==> src/rtl/alu_defs.sv <==
// alu_defs: opcodes, legality check and controller state encoding for alu_share_ctrl
package alu_defs;
  localparam logic [3:0] OP_AND   = 4'b0000;
  localparam logic [3:0] OP_OR    = 4'b0001;
  localparam logic [3:0] OP_ADD   = 4'b0010;
  localparam logic [3:0] OP_LSL   = 4'b0011;
  localparam logic [3:0] OP_LSR   = 4'b0100;
  localparam logic [3:0] OP_SUB   = 4'b0110;
  localparam logic [3:0] OP_PASSB = 4'b0111;
  localparam logic [1:0] S_IDLE = 2'd0;
  localparam logic [1:0] S_BUSY = 2'd1;
  localparam logic [1:0] S_DONE = 2'd2;
  function automatic logic is_legal(input logic [3:0] op);
    return op inside {OP_AND, OP_OR, OP_ADD, OP_LSL, OP_LSR, OP_SUB, OP_PASSB};
  endfunction
endpackage

==> src/rtl/rr_arb2.sv <==
// rr_arb2: two-way round-robin arbiter, one-hot grant, ptr names the favoured port on a tie
module rr_arb2 (
  input  logic [1:0] req,
  input  logic       ptr,
  output logic [1:0] gnt
);
  assign gnt[0] = req[0] & (~req[1] | ~ptr);
  assign gnt[1] = req[1] & (~req[0] | ptr);
endmodule

==> src/rtl/alu_share_ctrl.sv <==
// alu_share_ctrl: shares one ALU between two requesters with round-robin grant and fixed settle time
module alu_share_ctrl
  import alu_defs::*;
#(
  parameter int n      = 64,
  parameter int SETTLE = 2
) (
  input  logic         CLK,
  input  logic         Reset,
  input  logic         ReqValid0,
  input  logic         ReqValid1,
  output logic         ReqReady0,
  output logic         ReqReady1,
  input  logic [n-1:0] ReqA0,
  input  logic [n-1:0] ReqA1,
  input  logic [n-1:0] ReqB0,
  input  logic [n-1:0] ReqB1,
  input  logic [3:0]   ReqCtrl0,
  input  logic [3:0]   ReqCtrl1,
  output logic         RespValid0,
  output logic         RespValid1,
  output logic [n-1:0] RespW,
  output logic         RespZero,
  output logic         RespErr,
  output logic [n-1:0] AluA,
  output logic [n-1:0] AluB,
  output logic [3:0]   AluCtrl,
  input  logic [n-1:0] AluW,
  input  logic         AluZero
);
  logic [1:0]   state;
  logic [3:0]   cnt;
  logic         ptr;
  logic         owner;
  logic         err;
  logic [1:0]   gnt;
  logic         idle;
  logic         win;
  logic [n-1:0] sel_a;
  logic [n-1:0] sel_b;
  logic [3:0]   sel_c;
  rr_arb2 u_arb (.req({ReqValid1, ReqValid0}), .ptr(ptr), .gnt(gnt));
  assign idle       = (state == S_IDLE) && !Reset;
  assign ReqReady0  = idle & gnt[0];
  assign ReqReady1  = idle & gnt[1];
  assign RespValid0 = (state == S_DONE) && !owner && !Reset;
  assign RespValid1 = (state == S_DONE) && owner && !Reset;
  assign win        = gnt[1];
  assign sel_a      = win ? ReqA1 : ReqA0;
  assign sel_b      = win ? ReqB1 : ReqB0;
  assign sel_c      = win ? ReqCtrl1 : ReqCtrl0;
  // accept in IDLE, count down the settle time in BUSY, pulse the owner in DONE
  always_ff @(posedge CLK) begin
    if (Reset) begin
      state    <= S_IDLE;
      cnt      <= '0;
      ptr      <= 1'b0;
      owner    <= 1'b0;
      err      <= 1'b0;
      AluA     <= '0;
      AluB     <= '0;
      AluCtrl  <= '0;
      RespW    <= '0;
      RespZero <= 1'b0;
      RespErr  <= 1'b0;
    end else if (state == S_IDLE) begin
      if (|gnt) begin
        owner <= win;
        ptr   <= ~win;
        cnt   <= 4'(SETTLE);
        err   <= !is_legal(sel_c);
        state <= S_BUSY;
        if (is_legal(sel_c)) begin
          AluA    <= sel_a;
          AluB    <= sel_b;
          AluCtrl <= sel_c;
        end
      end
    end else if (state == S_BUSY) begin
      cnt <= cnt - 4'd1;
      if (cnt == 4'd1) begin
        RespW    <= err ? '0 : AluW;
        RespZero <= err | AluZero;
        RespErr  <= err;
        state    <= S_DONE;
      end
    end else begin
      state <= S_IDLE;
    end
  end
endmodule

==> config.mk <==
export PLATFORM = sky130hd
export DESIGN_NAME = alu_share_ctrl
export DESIGN_NICKNAME = d
export VERILOG_FILES = /design/src/rtl/alu_defs.sv /design/src/rtl/rr_arb2.sv /design/src/rtl/alu_share_ctrl.sv
export SDC_FILE = /design/constraint.sdc
export NUM_CORES = 1
export LEC_CHECK = 0
export CORE_AREA = 3 3 208 210
export DETAILED_ROUTE_END_ITERATION = 10
export DIE_AREA = 0 0 211 213
export GPL_ROUTABILITY_DRIVEN = 1
export SYNTH_ARGS = -nofsm -noshare
export SYNTH_HDL_FRONTEND = slang
export SYNTH_SLANG_ARGS = --single-unit
==> constraint.sdc <==
create_clock -name CLK -period 2.6 [get_ports CLK]
set_clock_uncertainty 0.05 [all_clocks]
set_input_delay 0.52 -clock CLK [delete_from_list [all_inputs] [get_ports CLK]]
set_output_delay 0.52 -clock CLK [all_outputs]
set_load 0.1 [all_outputs]
* Word-level counts from Yosys, hierarchy flattened
Cells that the tools add are included.
** Cells by class
- $add $sub $neg :: 1
- Eq/ne operators :: 11
- Multiplexer cells :: 11
- Bitwise logic cells :: 12
- Reductions and logical operators :: 18
** Operators with widths (number)
- two-way mux 64 bit :: 3
- two-way mux 4 bit :: 4
- == test 4 x 3 -> 1 bit, second input constant :: 3
- == test 4 x 1 -> 1 bit, second input constant :: 2
- == test 4 x 2 -> 1 bit, second input constant :: 2
- two-way mux 2 bit :: 4
- nonzero test 7 bit :: 1
- AND reduction 2 bit :: 3
- AND reduction 3 bit :: 2
- logical AND 1 bit :: 5
- inverter 1 bit :: 5
- AND 1 bit :: 4
- logical NOT 4 bit :: 1
- subtractor 4 x 1 -> 4 bit, second input constant :: 1
- logical NOT 1 bit :: 3
- != test 3 x 2 -> 1 bit, second input constant :: 1
- OR 1 bit :: 3
- == test 2 x 1 -> 1 bit, second input constant :: 1
- == test 2 bit, second input constant :: 1
- logical NOT 2 bit :: 1
- != test 2 x 1 -> 1 bit, second input constant :: 1
- nonzero test 2 bit :: 1
- OR reduction 2 bit :: 1
** Storage, ports and cells
- Flip-flop bits (word level) :: 207

* Longest topological paths before layout
Gate-level depths: netlist of the first run.
- Depth after elaboration :: 7
- Mapped depth :: 9
- Depth with buffers taken out :: 5

* Cells and area by module
From an unflattened synthesis of the first run, not the netlist that was laid out.
** Unflattened totals
- Cells, all modules :: 956
- Area total of the unflattened synthesis :: 9351.5 um^2
** Modules (own cells, without submodules)
- alu_share_ctrl :: times used 1, cells an instance 953, area an instance 9332.7 um^2, sequential area each 4144.0 um^2
- rr_arb2 :: times used 1, cells an instance 3, area an instance 18.8 um^2, sequential area each 0.0 um^2

* Worst setup path after synthesis of the first run
Ideal clock, no wire load.
- Path type :: in2out
- From :: input port Reset
- To :: output port RespValid0
- Arrival :: 3.960 ns
- Data required time :: 2.030 ns
- Slack :: -1.930 ns
- Cell stages on the path :: 3
- Buffers on the path :: 2
- Cell sequence :: clkbuf_1 > clkbuf_1 > nor4b_1
** Between the ends
- Cells in the longest elaborated chain, start to end :: 2
** RTL lines
- from (decl) :: RTL line alu_share_ctrl.sv:9 : input logic Reset,
- logical NOT 1 bit :: RTL line alu_share_ctrl.sv:46 : assign RespValid0 = (state == S_DONE) && !owner && !Reset;
- logical AND 1 bit :: RTL line alu_share_ctrl.sv:46
- to (decl) :: RTL line alu_share_ctrl.sv:20 : output logic RespValid0,
No other way between the ends.

* Worst setup path in the final report of the first run
- From :: input port ReqValid0
- To :: output port ReqReady0
** Between the ends
- Cells in the longest elaborated chain, start to end :: 2
** RTL lines
- from (decl) :: RTL line alu_share_ctrl.sv:10 : input logic ReqValid0,
- AND 1 bit :: RTL line rr_arb2.sv:7 : assign gnt[0] = req[0] & (~req[1] | ~ptr);
- AND 1 bit :: RTL line alu_share_ctrl.sv:44 : assign ReqReady0 = idle & gnt[0];
- to (decl) :: RTL line alu_share_ctrl.sv:12 : output logic ReqReady0,
No other way between the ends.

==> results of run 1 <==
[state kept, by name, summed over array words and instances, names as in the netlist]
name and count:
AluA 64, AluB 64, AluCtrl 4, RespErr 1, RespW 64, RespZero 1, cnt 4, err 1
owner 1, ptr 1, state 2
[power groups by stage]
stage / logic (uW) / clock network, uW / registers [uW]
6_report: 3850 / 3490 / 3580
5_1_grt: 4030 / 3710 / 3600
4_1_cts: 3880 / 3590 / 3580
3_5_place_dp: 3870 / 0 / 3650
3_3_place_gp: 3840 / 0 / 3640
2_1_floorplan: 943 / 0 / 5270
[metal layers]
layer / routed length (um) / share of wire / vias up
li1: - / - / 4918
met2: 20700 / 0.48 / 431
met5: 8 / 0.00019 / -
met3: 4410 / 0.10 / 46
met1: 16500 / 0.39 / 4868
met4: 1110 / 0.026 / 2
[cell type report]
| cell class | count | area, um2 | area share |
|---|---|---|---|
| Timing Repair Buffer | 579 | 5490 | 0.350 |
| Multi-Input combinational cell | 776 | 4550 | 0.290 |
| Sequential cell | 207 | 4140 | 0.264 |
| Clock buffer | 38 | 724 | 0.0462 |
| Tap cell | 539 | 674 | 0.0430 |
| Clock inverter | 5 | 75.1 | 0.00479 |
| Inverter | 3 | 11.3 | 0.000718 |
| Antenna cell | 2 | 5.00 | 0.000319 |
[metrics by stage]
stage	area, um2	TNS [ns]	std cells	hold WS (ns)
final	15700	0	2149	0.281
after global routing	15700	0	2149	0.270
after CTS	15700	0	2147	0.254
after detailed placement	14900	-1.45	2104	0.396
after global placement	14900	-0.0197	2104	0.388
after floorplan	9280	-1.14	1106	0.411
[worst max-delay path, cell delays in order]
cell                              delay, ns
sky130_fd_sc_hd__clkdlybuf4s50_1       0.50
sky130_fd_sc_hd__a21bo_2               0.28
sky130_fd_sc_hd__nor4_2                0.32
sky130_fd_sc_hd__buf_12                0.23
[placed cells by master (no fill, tap or decap), types with 3 or more instances in the layout]
master,n
sky130_fd_sc_hd__nand2b_1,4
sky130_fd_sc_hd__clkbuf_8,6
sky130_fd_sc_hd__clkbuf_1,8
sky130_fd_sc_hd__nand2_1,325
sky130_fd_sc_hd__clkdlybuf4s50_1,331
sky130_fd_sc_hd__clkbuf_16,25
sky130_fd_sc_hd__a311oi_2,42
sky130_fd_sc_hd__nor3_1,133
sky130_fd_sc_hd__a311oi_1,86
sky130_fd_sc_hd__clkinv_2,3
sky130_fd_sc_hd__nor2_1,12
sky130_fd_sc_hd__o21ai_0,3
sky130_fd_sc_hd__nand3b_1,65
sky130_fd_sc_hd__buf_4,222
sky130_fd_sc_hd__buf_12,25
sky130_fd_sc_hd__dfxtp_1,207
sky130_fd_sc_hd__a21oi_1,70
sky130_fd_sc_hd__inv_1,3
[cell usage after synthesis (3+ instances only)]
| cell type | instances | area, um2 |
|---|---|---|
| sky130_fd_sc_hd__nand2b_1 | 4 | 25.0 |
| sky130_fd_sc_hd__inv_1 | 3 | 11.3 |
| sky130_fd_sc_hd__nand2_1 | 326 | 1220 |
| sky130_fd_sc_hd__nand3b_1 | 65 | 488 |
| sky130_fd_sc_hd__o21ai_0 | 3 | 15.0 |
| sky130_fd_sc_hd__a311oi_2 | 42 | 631 |
| sky130_fd_sc_hd__buf_4 | 5 | 37.5 |
| sky130_fd_sc_hd__a21oi_1 | 70 | 350 |
| sky130_fd_sc_hd__buf_2 | 36 | 180 |
| sky130_fd_sc_hd__nand3_1 | 3 | 15.0 |
| sky130_fd_sc_hd__clkbuf_1 | 69 | 259 |
| sky130_fd_sc_hd__nor2_1 | 12 | 45.0 |
| sky130_fd_sc_hd__nor4_1 | 4 | 25.0 |
| sky130_fd_sc_hd__a311oi_1 | 86 | 753 |
| sky130_fd_sc_hd__buf_6 | 10 | 113 |
| sky130_fd_sc_hd__dfxtp_1 | 207 | 4140 |
| sky130_fd_sc_hd__nor3_1 | 133 | 666 |
[final timing paths]
kind	start	end	slack [ns]	depth (start not counted)
setup reg to reg	state[0]	RespW[4]	0.36	5
setup / recovery	ReqValid0	ReqReady0	0.18	4
hold reg to reg	RespW[54]	RespW[54]	0.40	2
hold / removal	Reset	owner	0.28	2
[kinds of logic (layout without fill, tap and decap cells)]
logic type      after synthesis  after routing
xor+xnor                      2              2
other cells                   0              2
fa+ha+maj                     2              2
compound gates              210            210
buf+inv                     123            625
flops                       207            207
simple gates                562            562
==> out/qor.yml, run 1 <==
groute.layer.met2.usage: 0.309
fin_total_pwr_uw: 10900
cts_tree: "done"
post-route-min-period_ns: 2.42
synthArstFlopShare: 0
clk_pin_slew_ns: 0.06
first_global_vias: 10304
clock_path_buffers: 3
layout-area-overhead-vs-synth_pct: 69.8
power.share.clock: 0.319
hold_buffers: 0
nNetsFinal: 1927
synth-seq-cells: 207
mappedNetlistArea_um2: 9230
hold_viol_final: 0
post_drt_wl_per_cell_um: 19.9
drc: 0
gr-total-overflow: 0
cts_repair_resize_count: 0
share_of_the_synthesized_netlist_area_taken_by_xor_and_xnor_gates: 0.00190
syn_avg_cell_area_um2: 8.35
tritoncts.num_buffers: 25
route.final.wire_length_um: 42700
cp_max_fo: 4
dp_hpwl_um: 31800
start_kind: "input pin"
synth_edf_count: 0
timing_worst_setup_path_type: "input pin to primary output"
groute.usage.overall: 0.178
die_h_um: 213
dominant_synthesized_flop_cell: "sky130_fd_sc_hd__dfxtp_1"
place_congestion: 0.828
root_buffer_cell: "sky130_fd_sc_hd__clkbuf_16"
filler_cell_count: 4256
fp.coreArea_um2: 41800
worst_pin_slew_ns: 0.925
die_width_um: 211
power_density_relative_to_cell_area_nw_per_um2: 696
drt_first_pass_iters: 5
power_frac_comb: 0.352
synthesis.yosys.warnings: 0
drive_gt1_frac: 0.211
ctsHtreeMaxLevel: 1
synth_compound_area_frac: 0.197
setup_violations_final: 0
final_min_period_over_clock_period: 0.931
max_rail_drop_vdd_uv: 471
synth-adder-area-share: 0.00271
floorplan.io_pins: 535
cap_viol_max_count: 0
routed-via-count: 10265
antenna_violating_nets_left: 0
post-cts-setup-buffers: 0
initial_utilization: 0.221
simple_gate_area_share_of_the_yosys_netlist: 0.284
p_seq_frac: 0.328
switching_power_uw: 4170
instance_count_of_the_mapped_netlist: 1106
status: "complete, no violations"
number_of_clock_sinks_seen_by_cts: 207
grt_util_met1: 0.203
post-route-util: 0.375
distinct_cell_type_count_of_the_synthesized_netlist: 41
grt_setup_unrepaired: "false"
internal_power_uw: 6750
floorplan.die_area_um2: 44900
required_ns: 2.03
grt_util_met3: 0.0695
timing.fmax_ghz: 0.413
first_pass_grt_wire_length_um: 62700
routed_via_density: 4.78
crit_arrival_ns: 1.85
syn-num-nets: 1441
postLayoutSetupSlackWorst_ns: 0.178
clk_latency_ns: 0.52
p_sw_frac: 0.382
max_slew_margin: 0.383
slew_violations: 0
min_path_type: "input pin to flip-flop"
global_route.peak_usage_layer: "met2"
synth_top_family_by_area: "simple AND/OR/NAND/NOR gates"
detailedRoute.firstIterationViolations: 614
antenna_violations_before_repair: 3
count_of_buffers_inserted_at_the_top_level_ports: 534
worst_setup_path_end_kind: "primary output"
yosysSeqAreaShare: 0.449
post_synth_mux_area_share: 0
grt_max_degree: 138
placement_rows: 75
dp_worst_setup_slack_ns: -0.0396
leakagePower_uw: 0.00597
Note: power is estimated with default switching activity, not from simulation.
==> inputs of run 2 (changes only) <==
--- a/config.mk
+++ b/config.mk
@@ -6,9 +6,11 @@
 export NUM_CORES = 1
 export LEC_CHECK = 0
 export CORE_AREA = 3 3 208 210
+export CTS_CLUSTER_SIZE = 28
 export DETAILED_ROUTE_END_ITERATION = 10
 export DIE_AREA = 0 0 211 213
 export GPL_ROUTABILITY_DRIVEN = 1
+export GPL_TIMING_DRIVEN = 0
 export SYNTH_ARGS = -nofsm -noshare
 export SYNTH_HDL_FRONTEND = slang
 export SYNTH_SLANG_ARGS = --single-unit
==> run 2 against run 1 <==
  * Critical endpoint is now RespValid1
  * Clock-buffer cell count down 3
  * Sequential share of layout area down 0.47 points
  * Die area unchanged
  * Fmax down 4.1%
  * Cell count up 3.6%
  * Global-route usage up 2.5 points
  * Register-to-register slack worse by 0.10 ns
  * Hold slack better by 0.015 ns
  * Highest routed layer unchanged
  * Via count up 4.9%
  * Wire length up 14%
  * Power up 3.4%
  * Non-clock buffer count up 73
==> out/qor.yml, run 2 (synthesis gave the netlist of run 1 again) <==
root_buffer_cell: "sky130_fd_sc_hd__clkbuf_16"
max_rail_drop_vdd_uv: 444  # -5.8%
drc: 0  # unchanged
detailedRoute.firstIterationViolations: 514  # -16%
floorplan.io_pins: 535  # unchanged
grt_setup_unrepaired: "false"
antenna_violations_before_repair: 4  # +1
floorplan.die_area_um2: 44900  # unchanged
placement_rows: 75  # unchanged
die_h_um: 213  # unchanged
place_congestion: 0.920  # +11%
setup_violations_final: 0  # unchanged
post-cts-setup-buffers: 0  # unchanged
number_of_clock_sinks_seen_by_cts: 207  # unchanged
routed_via_density: 4.83  # +1.2%
groute.usage.overall: 0.203  # +0.0248
reg.largest.list: "AluA (64), AluB (64), RespW (64)"
nNetsFinal: 2001  # +3.8%
startpoint: "Reset"
worst_pin_slew_ns: 1.17  # +0.242 ns
fin_total_pwr_uw: 11300  # +3.4%
fp.coreArea_um2: 41800  # unchanged
power_density_relative_to_cell_area_nw_per_um2: 707  # +1.6%
hold_viol_final: 0  # unchanged
tritoncts.num_buffers: 26  # +4.0%
start_kind: "input pin"
final_min_period_over_clock_period: 0.972  # +0.0402
grt_max_degree: 13  # -91%
cap_viol_max_count: 0  # unchanged
slew_violations: 0  # unchanged
clk_pin_slew_ns: 0.06  # about the same
status: "complete, no violations"
first_pass_grt_wire_length_um: 69300  # +11%
required_ns: 2.03  # about the same
post-route-util: 0.382  # +0.00680
route.final.wire_length_um: 48900  # +14%
antenna_violating_nets_left: 0  # unchanged
timing_worst_setup_path_type: "input pin to primary output"
min_path_type: "input pin to flip-flop"
post-route-min-period_ns: 2.53  # +0.104 ns
count_of_buffers_inserted_at_the_top_level_ports: 532  # -0.37%
cts_tree: "done"
clk_latency_ns: 0.54  # +0.02 ns
ctsHtreeMaxLevel: 1  # unchanged
min-delay-start: "ReqValid1"
timing.fmax_ghz: 0.396  # -4.1%
drt_first_pass_iters: 5  # unchanged
mostFrequentLayoutCell: "sky130_fd_sc_hd__clkdlybuf4s50_1"
initial_utilization: 0.221  # unchanged
layout.cells.most_common_list: "329 x sky130_fd_sc_hd__clkdlybuf4s50_1, 325 x sky130_fd_sc_hd__nand2_1, 207 x sky130_fd_sc_hd__dfxtp_1"
clock_path_buffers: 3  # unchanged
first_global_vias: 11128  # +8.0%
layout-area-overhead-vs-synth_pct: 72.9
cp_max_fo: 10  # +6
post_dp_cell_area_um2: 15300  # +2.7%
worst_setup_path_end_kind: "primary output"
max_slew_margin: 0.225  # -0.158
drive_gt1_frac: 0.0908  # -0.120
routed-via-count: 10765  # +4.9%
leakagePower_uw: 0.00654  # +9.7%
post_drt_wl_per_cell_um: 21.9  # +10%
die_width_um: 211  # unchanged
gr-total-overflow: 0  # unchanged
dp_hpwl_um: 38900  # +22%
stdcell_area_um2: 16000  # +1.8%
crit_arrival_ns: 1.96  # +0.11 ns
filler_cell_count: 4347  # +2.1%
critical_path.reg2reg.startpoint: "state[1]"
run 2: cell types whose count changed in the layout (fill, tap and decap cells not counted), sizes merged:
cell,previous run,this run
buf,247,54
bufinv,2,4
clkbuf,39,104
clkdlybuf4s18,0,1
clkdlybuf4s50,331,329
clkinv,3,6
clkinvlp,0,2
diode,2,3
dlygate4sd2,0,197
dlymetal6s2s,0,2
run 2: through the flow:
stage,setup slack (ns),hold slack (ns),instances,setup TNS (ns)
floorplan,-0.571,0.411,1106,-1.14
global placement,-1.20,0.388,2177,-87.11
detailed placement,-1.21,0.395,2177,-89.72
CTS,0.00219,0.266,2224,0
global route,0.0139,0.305,2227,0
finish,0.0737,0.297,2227,0
run 2: final timing paths:
kind,slack (ns),cells after the start,to
worst max register to register,0.26,8,AluA[20]
worst min-delay path,0.30,3,owner
worst min register to register,0.40,2,RespW[54]
worst max-delay path,0.07,4,RespValid1
run 2: what timing repair did:
item | in CTS | in global routing
setup endpoints to repair | 291 | 4
gates resized for setup | 223 | 5
hold buffers | 0 | 0
hold endpoints to repair | 0 | 0
pin swaps | 0 | 0
run 2: metal layers:
metal / routed length (um) / GRT usage / vias up
met1: 18100 / 0.215 / 5139
met4: 1670 / 0.0695 / 2
met5: 7 / 0 / -
met3: 4380 / 0.0694 / 69
met2: 24700 / 0.374 / 473
li1: - / - / 5082
run 2: cell type report:
type	count	area [um2]	area share
plain buffers	120	596	0.0373
repair buffers	532	5080	0.318
clock inverters	12	165	0.0103
diodes	3	7.51	0.000470
clock buffers	35	756	0.0473
inverters	3	11.3	0.000705
well taps	539	674	0.0422
multi-input cells	776	4530	0.284
flip-flops and latches	207	4140	0.260
run 2: critical path, stage by stage:
cell	delay, ns
sky130_fd_sc_hd__clkbuf_1	0.13
sky130_fd_sc_hd__clkbuf_1	0.35
sky130_fd_sc_hd__nor4bb_4	0.36
sky130_fd_sc_hd__clkdlybuf4s18_2	0.59
run 2: where the power goes:
part	switching (uW)	total, uW	internal, uW
Combinational	2700	3800	1100
Clock	1490	3920	2420
Sequential	149	3570	3420
Total	4340	11300	6940
